## src/rtl/sw_input_ctrl_pkg.sv

```systemverilog
// rtl/sw_input_ctrl_pkg.sv - shared register indices and widths for the switch-input peripheral
package sw_input_ctrl_pkg;

    localparam int BUS_DW               = 32;
    localparam int DEFAULT_DEBOUNCE_CYC = 50000;

    localparam logic [1:0] SW_REG_DATA  = 2'd0;
    localparam logic [1:0] SW_REG_EDGE  = 2'd1;
    localparam logic [1:0] SW_REG_IRQEN = 2'd2;

endpackage

```

## src/rtl/sw_debounce_bit.sv

```systemverilog
// rtl/sw_debounce_bit.sv - two-flop synchronizer and debounce counter for one switch input
module sw_debounce_bit #(
    parameter int DEBOUNCE_CYC = 50000,
    parameter int CNT_W        = 16
) (
    input  logic clk,
    input  logic rst,
    input  logic d,
    output logic q,
    output logic chg
);

    localparam logic [CNT_W-1:0] CNT_LAST = CNT_W'(DEBOUNCE_CYC - 1);

    logic             sync0;
    logic             sync1;
    logic [CNT_W-1:0] cnt;

    // chg is combinational so the top's edge flag sets on the same edge q updates
    assign chg = (sync1 != q) && (cnt == CNT_LAST);

    always_ff @(posedge clk) begin
        if (rst) begin
            sync0 <= 1'b0;
            sync1 <= 1'b0;
            q     <= 1'b0;
            cnt   <= '0;
        end else begin
            sync0 <= d;
            sync1 <= sync0;
            if (sync1 == q) begin
                cnt <= '0;
            end else if (chg) begin
                q   <= sync1;
                cnt <= '0;
            end else begin
                cnt <= cnt + 1'b1;
            end
        end
    end

endmodule

```

## src/rtl/sw_input_ctrl.sv

```systemverilog
// rtl/sw_input_ctrl.sv - debounced switch bank with sticky edge flags and irq; SW_IRQ_EN enables the IRQ_EN mask
module sw_input_ctrl
    import sw_input_ctrl_pkg::*;
#(
    parameter int N_SW         = 8,
    parameter int DEBOUNCE_CYC = DEFAULT_DEBOUNCE_CYC,
    parameter int CNT_W        = 16
) (
    input  logic              clk,
    input  logic              rst,
    input  logic [N_SW-1:0]   sw_in,
    input  logic              bus_req,
    input  logic              bus_we,
    input  logic [3:0]        bus_addr,
    input  logic [BUS_DW-1:0] bus_wdata,
    output logic [BUS_DW-1:0] bus_rdata,
    output logic              bus_ack,
    output logic              irq
);

    logic [N_SW-1:0]   stable;
    logic [N_SW-1:0]   chg;
    logic [N_SW-1:0]   edge_flags;
    logic [N_SW-1:0]   irq_en;
    logic [N_SW-1:0]   w1c;
    logic [BUS_DW-1:0] rd_mux;
    logic [1:0]        reg_sel;
    logic              wr_strobe;
    logic              unused_bits;

    assign reg_sel     = bus_addr[3:2];
    assign wr_strobe   = bus_req && bus_we;
    assign unused_bits = ^{bus_addr[1:0], bus_wdata[BUS_DW-1:N_SW]};

    for (genvar i = 0; i < N_SW; i++) begin : g_bit
        sw_debounce_bit #(
            .DEBOUNCE_CYC (DEBOUNCE_CYC),
            .CNT_W        (CNT_W)
        ) u_db (
            .clk (clk),
            .rst (rst),
            .d   (sw_in[i]),
            .q   (stable[i]),
            .chg (chg[i])
        );
    end

    always_comb begin
        w1c    = '0;
        rd_mux = '0;
        if (wr_strobe && (reg_sel == SW_REG_EDGE)) begin
            w1c = bus_wdata[N_SW-1:0];
        end
        case (reg_sel)
            SW_REG_DATA:  rd_mux = BUS_DW'(stable);
            SW_REG_EDGE:  rd_mux = BUS_DW'(edge_flags);
            SW_REG_IRQEN: rd_mux = BUS_DW'(irq_en);
            default:      rd_mux = '0;
        endcase
    end

    // a new edge overrides a same-cycle clear so no change is ever lost
    always_ff @(posedge clk) begin
        if (rst) begin
            edge_flags <= '0;
            bus_ack    <= 1'b0;
            bus_rdata  <= '0;
        end else begin
            edge_flags <= (edge_flags & ~w1c) | chg;
            bus_ack    <= bus_req;
            bus_rdata  <= (bus_req && !bus_we) ? rd_mux : '0;
        end
    end

`ifdef SW_IRQ_EN
    always_ff @(posedge clk) begin
        if (rst) begin
            irq_en <= '0;
            irq    <= 1'b0;
        end else begin
            if (wr_strobe && (reg_sel == SW_REG_IRQEN)) begin
                irq_en <= bus_wdata[N_SW-1:0];
            end
            irq <= |(edge_flags & irq_en);
        end
    end
`else
    assign irq_en = '0;
    assign irq    = 1'b0;
`endif

endmodule

```

## config.mk

```make
export PLATFORM = sky130hd
export DESIGN_NAME = sw_input_ctrl
export DESIGN_NICKNAME = d
export VERILOG_FILES = /design/src/rtl/sw_input_ctrl_pkg.sv /design/src/rtl/sw_debounce_bit.sv /design/src/rtl/sw_input_ctrl.sv
export SDC_FILE = /design/constraint.sdc
export NUM_CORES = 1
export LEC_CHECK = 0
export CAP_MARGIN = 25
export CELL_PAD_IN_SITES_DETAIL_PLACEMENT = 1
export CELL_PAD_IN_SITES_GLOBAL_PLACEMENT = 1
export CORE_UTILIZATION = 43
export DETAILED_ROUTE_END_ITERATION = 10
export PLACE_DENSITY_LB_ADDON = 0.1
export SYNTH_ARGS = -nofsm -noshare
export SYNTH_HDL_FRONTEND = slang
export SYNTH_HIERARCHICAL = 1
export SYNTH_SLANG_ARGS = --single-unit
```

## constraint.sdc

```tcl
create_clock -name clk -period 2.7 [get_ports clk]
set_clock_uncertainty 0.2 [all_clocks]
set_input_delay 0.54 -clock clk [delete_from_list [all_inputs] [get_ports clk]]
set_output_delay 0.54 -clock clk [all_outputs]
set_load 0.1 [all_outputs]
```

==> reports/results.ini <==
[run_status]
outcome = finished clean

[grt]
antenna_found_initial = 0
grt_pass1_vias = 6172
grt_pass1_wl_um = 28800
grt_max_degree = 25
grt_overflow = 0
grt_usage_pct = 19.9

[synthesis]
syn_avg_cell_area_um2 = 8.94
syn_area_um2 = 7450
async_flop_share_pct = 0
syn_inst = 834
synthTopCellsByCount = dfxtp_1, nor2_1, xnor2_1
synth_area_leaders = dfxtp_1, xnor2_1, nor2_1
synth-main-ff-cell = dfxtp_1
ys_warn_count = 6
ys_ff_latch = 169
yosysTopAreaCellShare_pct = 45.4
yosysSeqAreaShare_pct = 45.4
synth_top_cell_by_area = dfxtp_1
ys_types = 32
synth_edf_count = 0
synth_most_common_cell = dfxtp_1

[finish]
num_antenna_cells = 0
final_layout_size_suffix_gt1_share_pct = 9.27
fin_nets = 938
fillCellCount = 1953
area_growth_pct = 15.6

[cts]
cts_setup_buffers = 0
cts_inserted_buffers = 17
cts_buffer_depth = 2
clk-insertion-delay-late_ns = 0.43
htree_levels = 4
clkTransAtPathRegs_ns = 0.06
hold_buffers = 0
root_buffer = clkbuf_16
clock-sinks = 169
cts_tree = built
cts_resized = 0

[power_and_ir_drop]
cellPowerDensity_nw_per_um2 = 637
p_clk_share_pct = 49.2
cellInternalPower_mw = 4.31
p_seq_share_pct = 45.9
power.switching_mw = 1.18
vdd_drop_max_mv = 0.445
p_sw_share_pct = 21.4
leakagePower_nw = 2.62
pwr-share-comb_pct = 4.9

[worst_setup_path]
critPathBufInv = 1
crit_fanout = 6
cp-start-kind = register
cpMaxStageDelayCell = or4_4
crit_path_end_kind = register
reg2reg_to = edge_flags[1]$_SDFF_PP0_
arrival_ns = 2.57
slowest_delay_ns = 0.55
worst-r2r-cell-count = 5
regToRegStartpoint = g_bit[1].u_db/cnt[4]$_SDFF_PP0_
crit_required_ns = 2.82
critical_path_class = reg2reg
r2r_setup_slack_ns = 0.25
path_cells = or4b_1, or4_4, nor3_1, inv_1, a311oi_1
path_delay_family = simple AND/OR/NAND/NOR gates

[placement]
gp_congestion = 0.812
dp_hpwl_um = 12100
preCtsSetupSlack_ns = 0.340
io_buffers = 30

[sta]
finalSetupViolations = 0
hold_viol_final = 0
max_freq_mhz = 408
grt_setup_unrepaired = false
final.setup.tns_ns = 0
setup_ws_ns = 0.249
min_period_ns = 2.45
final_max_slew_viol_count = 0
finalCritPeriodShare_pct = 90.8
slew_headroom_pct = 66.7
worst_pin_slew_ns = 0.499

[flow_run]
cap_violations = 0

[floorplan]
die_w_um = 134
core-area_um2 = 16800
die_h_um = 134
start_util_pct = 44.5
num_rows = 47
boundaryPins = 82
dieArea_um2 = 17900

[detailed_routing]
finalWirelength_um = 17000
ant_nets = 0
drt-pass1-iter-count = 4
via_per_inst = 5.36
vias = 5973
drc = 0
wire_per_inst_um = 15.2
initialDrtViolationCount = 231

[min_path]
hp-start = g_bit[4].u_db/sync0$_SDFF_PP0_
hp-class = reg2reg
hold_depth = 1
hold_path_end = g_bit[4].u_db/sync1$_SDFF_PP0_

-- worst reg2reg max path, delay by kind of cell, from the launching register on --
kind                   cells  cell delay (ns)
AOI/OAI and AO/OA          1             0.31
buffers and inverters      1             0.09
DFF                        1             0.37
and+or+nand+nor            3             1.37
-- kinds of logic after synthesis --
family | after synthesis | share of synthesized area [%]
AO/OA/AOI/OAI | 64 | 5.37
multiplexers | 8 | 1.07
AND/OR/NAND/NOR | 403 | 28.8
adder cells (fa/ha/maj) | 8 | 1.34
XOR/XNOR | 104 | 12.2
buffers and inverters | 77 | 5.79
other | 1 | 0.0503
flip-flops | 169 | 45.4
-- per-stage QoR --
step	utilization, %	hold slack (ns)	std cells	instance area (um2)	power, mW
after floorplan	-	0.214	858	7540	2.80
after global placement	47.5	0.219	1083	7960	2.84
after detailed placement	47.5	0.228	1083	7960	2.84
after CTS	51.4	0.242	1115	8610	5.56
after global routing	51.4	0.260	1115	8610	5.67
final	51.4	0.238	1115	8610	5.48
-- layout by cell type (no fill, tap or decap) --
cell type	count
or4_4	8
and4_1	8
dfxtp_1	169
nand4_1	40
or4_1	8
buf_2	1
a311oi_1	8
xnor2_1	72
or3_1	32
o31ai_1	8
nand2_1	24
clkbuf_16	17
nor4_1	24
and4b_1	1
clkdlybuf4s50_1	20
o21ai_2	8
or4b_1	8
bufinv_16	5
a21oi_1	24
nor3_1	40
ha_1	8
xor2_1	32
clkbuf_8	4
buf_12	2
nand2b_1	8
nand3_1	48
inv_1	32
conb_1	25
nor2_1	128
o21ai_0	16
clkinv_4	1
buf_4	27
nor2b_1	16
and2b_2	1
nor2_2	8
or4b_4	1
mux2i_1	8
clkbuf_1	5
-- layout make-up --
class,count,area [um2],share of cell area (%)
timing repair buffer,50,448,5.20
clock buffer,26,499,5.80
multi-input combinational,612,3730,43.3
inverter,32,120,1.39
sequential,169,3380,39.3
tap,220,275,3.20
clock inverter,6,159,1.84
-- power by group through the flow --
stage	Clock (mW)	Sequential, mW	Combinational [mW]
after CTS	2.78	2.52	0.270
after global routing	2.87	2.52	0.281
final	2.70	2.52	0.268
after floorplan	0	2.58	0.227
after global placement	0	2.57	0.266
after detailed placement	0	2.57	0.269
-- flip-flops by register name, summed over array words and instances (netlist names) --
signal / cells
g_bit.u_db/q: 8
g_bit.u_db/cnt: 128
bus_rdata: 8
bus_ack: 1
g_bit.u_db/sync1: 8
edge_flags: 8
g_bit.u_db/sync0: 8
-- worst max path at each step --
stage                               startpoint                  endpoint  slack, ns  depth (start not counted)
3_3_place_gp   g_bit[2].u_db/cnt[4]$_SDFF_PP0_  edge_flags[2]$_SDFF_PP0_       0.41                          5
2_1_floorplan  g_bit[0].u_db/cnt[4]$_SDFF_PP0_  edge_flags[0]$_SDFF_PP0_       0.53                          5
6_report       g_bit[1].u_db/cnt[4]$_SDFF_PP0_  edge_flags[1]$_SDFF_PP0_       0.25                          5
5_1_grt        g_bit[2].u_db/cnt[4]$_SDFF_PP0_  edge_flags[2]$_SDFF_PP0_       0.13                          5
3_5_place_dp   g_bit[7].u_db/cnt[4]$_SDFF_PP0_  edge_flags[7]$_SDFF_PP0_       0.34                          5
4_1_cts        g_bit[1].u_db/cnt[4]$_SDFF_PP0_  edge_flags[1]$_SDFF_PP0_       0.23                          5
-- layer usage --
| layer | routed length [um] | part of all wire, % | GRT usage, % | vias to the layer above |
|---|---|---|---|---|
| li1 | - | - | - | 2960 |
| met1 | 7770 | 46 | 23.7 | 2917 |
| met2 | 8520 | 50 | 35.0 | 72 |
| met3 | 403 | 2.4 | 4.19 | 24 |
| met4 | 283 | 1.7 | 7.64 | 0 |
| met5 | 0 | 0 | 0 | - |
Power figures use the tool's default switching activity.
==> RTL change, RTL diff (same flow settings) <==
Build with the macro `SW_IRQ_EN` defined.
--- a/src/rtl/sw_input_ctrl.sv
+++ b/src/rtl/sw_input_ctrl.sv
@@ -1,4 +1,6 @@
 // rtl/sw_input_ctrl.sv - debounced switch bank with sticky edge flags and irq; SW_IRQ_EN enables the IRQ_EN mask
+`define SW_IRQ_EN
+
 module sw_input_ctrl
     import sw_input_ctrl_pkg::*;
 #(
Function: changed (Yosys sat finds a counterexample within 4 cycles, from zero or initial values and one cycle with rst high).
==> RTL change against the unedited design <==
Critical path depth did not move. Wire length up 8.7%. Non-clock buffer count rose by 4. Power grew 2.2%. Cell area grew 5.4%. Sequential cell count rose by 9. Maximum frequency rose by 2.0%. Setup slack improved by 0.048 ns. Die area up 6.2%. Combinational power up 7%. Synthesized area rose by 6.2%.
==> RTL change: results (changes against the unedited design) <==
metric	value	unit	change
run_status	finished, final reports clean		
synth_sequential_area_ratio	0.450		-0.00392
design.final.nets	991		+5.7%
reg2reg_setup_slack	0.30	ns	+0.05 ns
largest-register	g_bit.u_db/cnt		
leakage	0.00277	uW	+5.7%
dpl.hpwl	13500	um	+11%
yosys-top-cells-count	178 x sky130_fd_sc_hd__dfxtp_1, 136 x sky130_fd_sc_hd__nor2_1, 72 x sky130_fd_sc_hd__xnor2_1		
critical_path_peak_fanout	6		unchanged
final_layout_size_suffix_gt1_frac	0.0960		+0.00325
wire_per_inst	15.7	um	+3.0%
net_switching_share_of_the_total_power	0.230		+0.0156
drt-pass1-iter-count	4		unchanged
synthesis.instances	886		+6.2%
ctsLongestPathBuffers	2		unchanged
globalplace.congestion	0.787		-3.1%
grtUsageTotal	0.205		+0.00613
max_slew.worst_pin.slew	0.561	ns	+0.0616 ns
top_post_synthesis_cells_by_area	sky130_fd_sc_hd__dfxtp_1 45%, sky130_fd_sc_hd__xnor2_1 8.0%, sky130_fd_sc_hd__nor2_1 6.4%		
yosys_warnings	6		unchanged
place.port_buffers	31		+3.3%
grt_start_max_net_pins	23		-8.0%
regToRegStartpoint	g_bit[0].u_db/cnt[4]		
critical_path.startpoint	g_bit[0].u_db/cnt[4]		
postCtsSetupBuffers	0		unchanged
path_clk_slew	0.07	ns	
timing.hold.worst.class	reg2reg		
first_global_vias	6521		+5.7%
grt_first_pass_wirelength	30600	um	+6.4%
ctsHtreeMaxLevel	4		unchanged
worst_ir_drop_vdd	0.415	mV	-6.7%
drt_first_iter_violations	184		-20%
synthArstFlopShare	0		unchanged
average_vias_per_placed_instance	5.40		+0.73%
synthDistinctLibCells	37		+16%
finalNonFillerCells	1177		+5.6%
insertedDiodeCount	0		unchanged
grt_antenna_before_repair	0		unchanged
critical_path.endpoint	edge_flags[0]		
insertion_delay	0.43	ns	about the same
critPathArrivalTime	2.53	ns	-0.04 ns
synth_top_area_cell	sky130_fd_sc_hd__dfxtp_1		
dp.cells	1145		+5.7%
RTL change: final cells by class:
type                            count  area, um2
Inverter                           32        120
Clock buffer                       21        460
Fill cell                        2088       8950
Sequential cell                   178       3560
Tap cell                          229        287
Clock inverter                     11        175
Multi-Input combinational cell    652       4010
Timing Repair Buffer               54        465
RTL change: critical path, stage by stage (launching register included):
cell	delay, ns
sky130_fd_sc_hd__dfxtp_1	0.37
sky130_fd_sc_hd__or4b_1	0.53
sky130_fd_sc_hd__or4_4	0.56
sky130_fd_sc_hd__nor3_1	0.30
sky130_fd_sc_hd__nor2_1	0.11
sky130_fd_sc_hd__a311oi_2	0.24
RTL change: per-stage QoR:
| step | area [um2] | setup WS, ns | power, uW |
|---|---|---|---|
| final | 9080 | 0.297 | 5610 |
| after floorplan | 8010 | 0.521 | 2950 |
| after detailed placement | 8440 | 0.284 | 3000 |
| after CTS | 9080 | 0.279 | 5670 |
| after global routing | 9080 | 0.174 | 5800 |
| after global placement | 8440 | 0.318 | 3000 |
RTL change: power groups by stage:
stage | Combinational (uW) | Clock, uW | Sequential, uW
after floorplan | 237 | 0 | 2720
final | 287 | 2660 | 2650
after CTS | 289 | 2730 | 2650
after detailed placement | 287 | 0 | 2710
after global placement | 284 | 0 | 2710
after global routing | 303 | 2840 | 2660
RTL change: layer usage:
layer,global-route usage,vias to the layer above,part of all wire
li1,-,3156,-
met1,0.233,3108,0.44
met2,0.379,67,0.51
met3,0.0419,20,0.029
met4,0.0700,0,0.016
met5,0,-,0
RTL change: cell families (layout without fill, tap and decap cells):
group,count (synthesis),after routing,share of synthesized area
AOI/OAI and AO/OA,85,85,0.0757
xor gates and xnor gates,104,104,0.115
adders and majority gates,8,8,0.0126
buffers and inverters,79,118,0.0551
DFF,178,178,0.450
muxes,8,8,0.0101
other,1,24,0.000473
and+or+nand+nor,423,423,0.281
RTL change: worst min-delay path by stage:
stage                                to  slack [ns]  cells after the start           startpoint
floorplan           g_bit[0].u_db/sync1        0.21                      1  g_bit[0].u_db/sync0
global placement    g_bit[0].u_db/sync1        0.22                      1  g_bit[0].u_db/sync0
detailed placement  g_bit[6].u_db/sync1        0.23                      1  g_bit[6].u_db/sync0
CTS                 g_bit[2].u_db/sync1        0.25                      1  g_bit[2].u_db/sync0
global route        g_bit[4].u_db/sync1        0.27                      1  g_bit[4].u_db/sync0
finish              g_bit[6].u_db/sync1        0.24                      1  g_bit[6].u_db/sync0
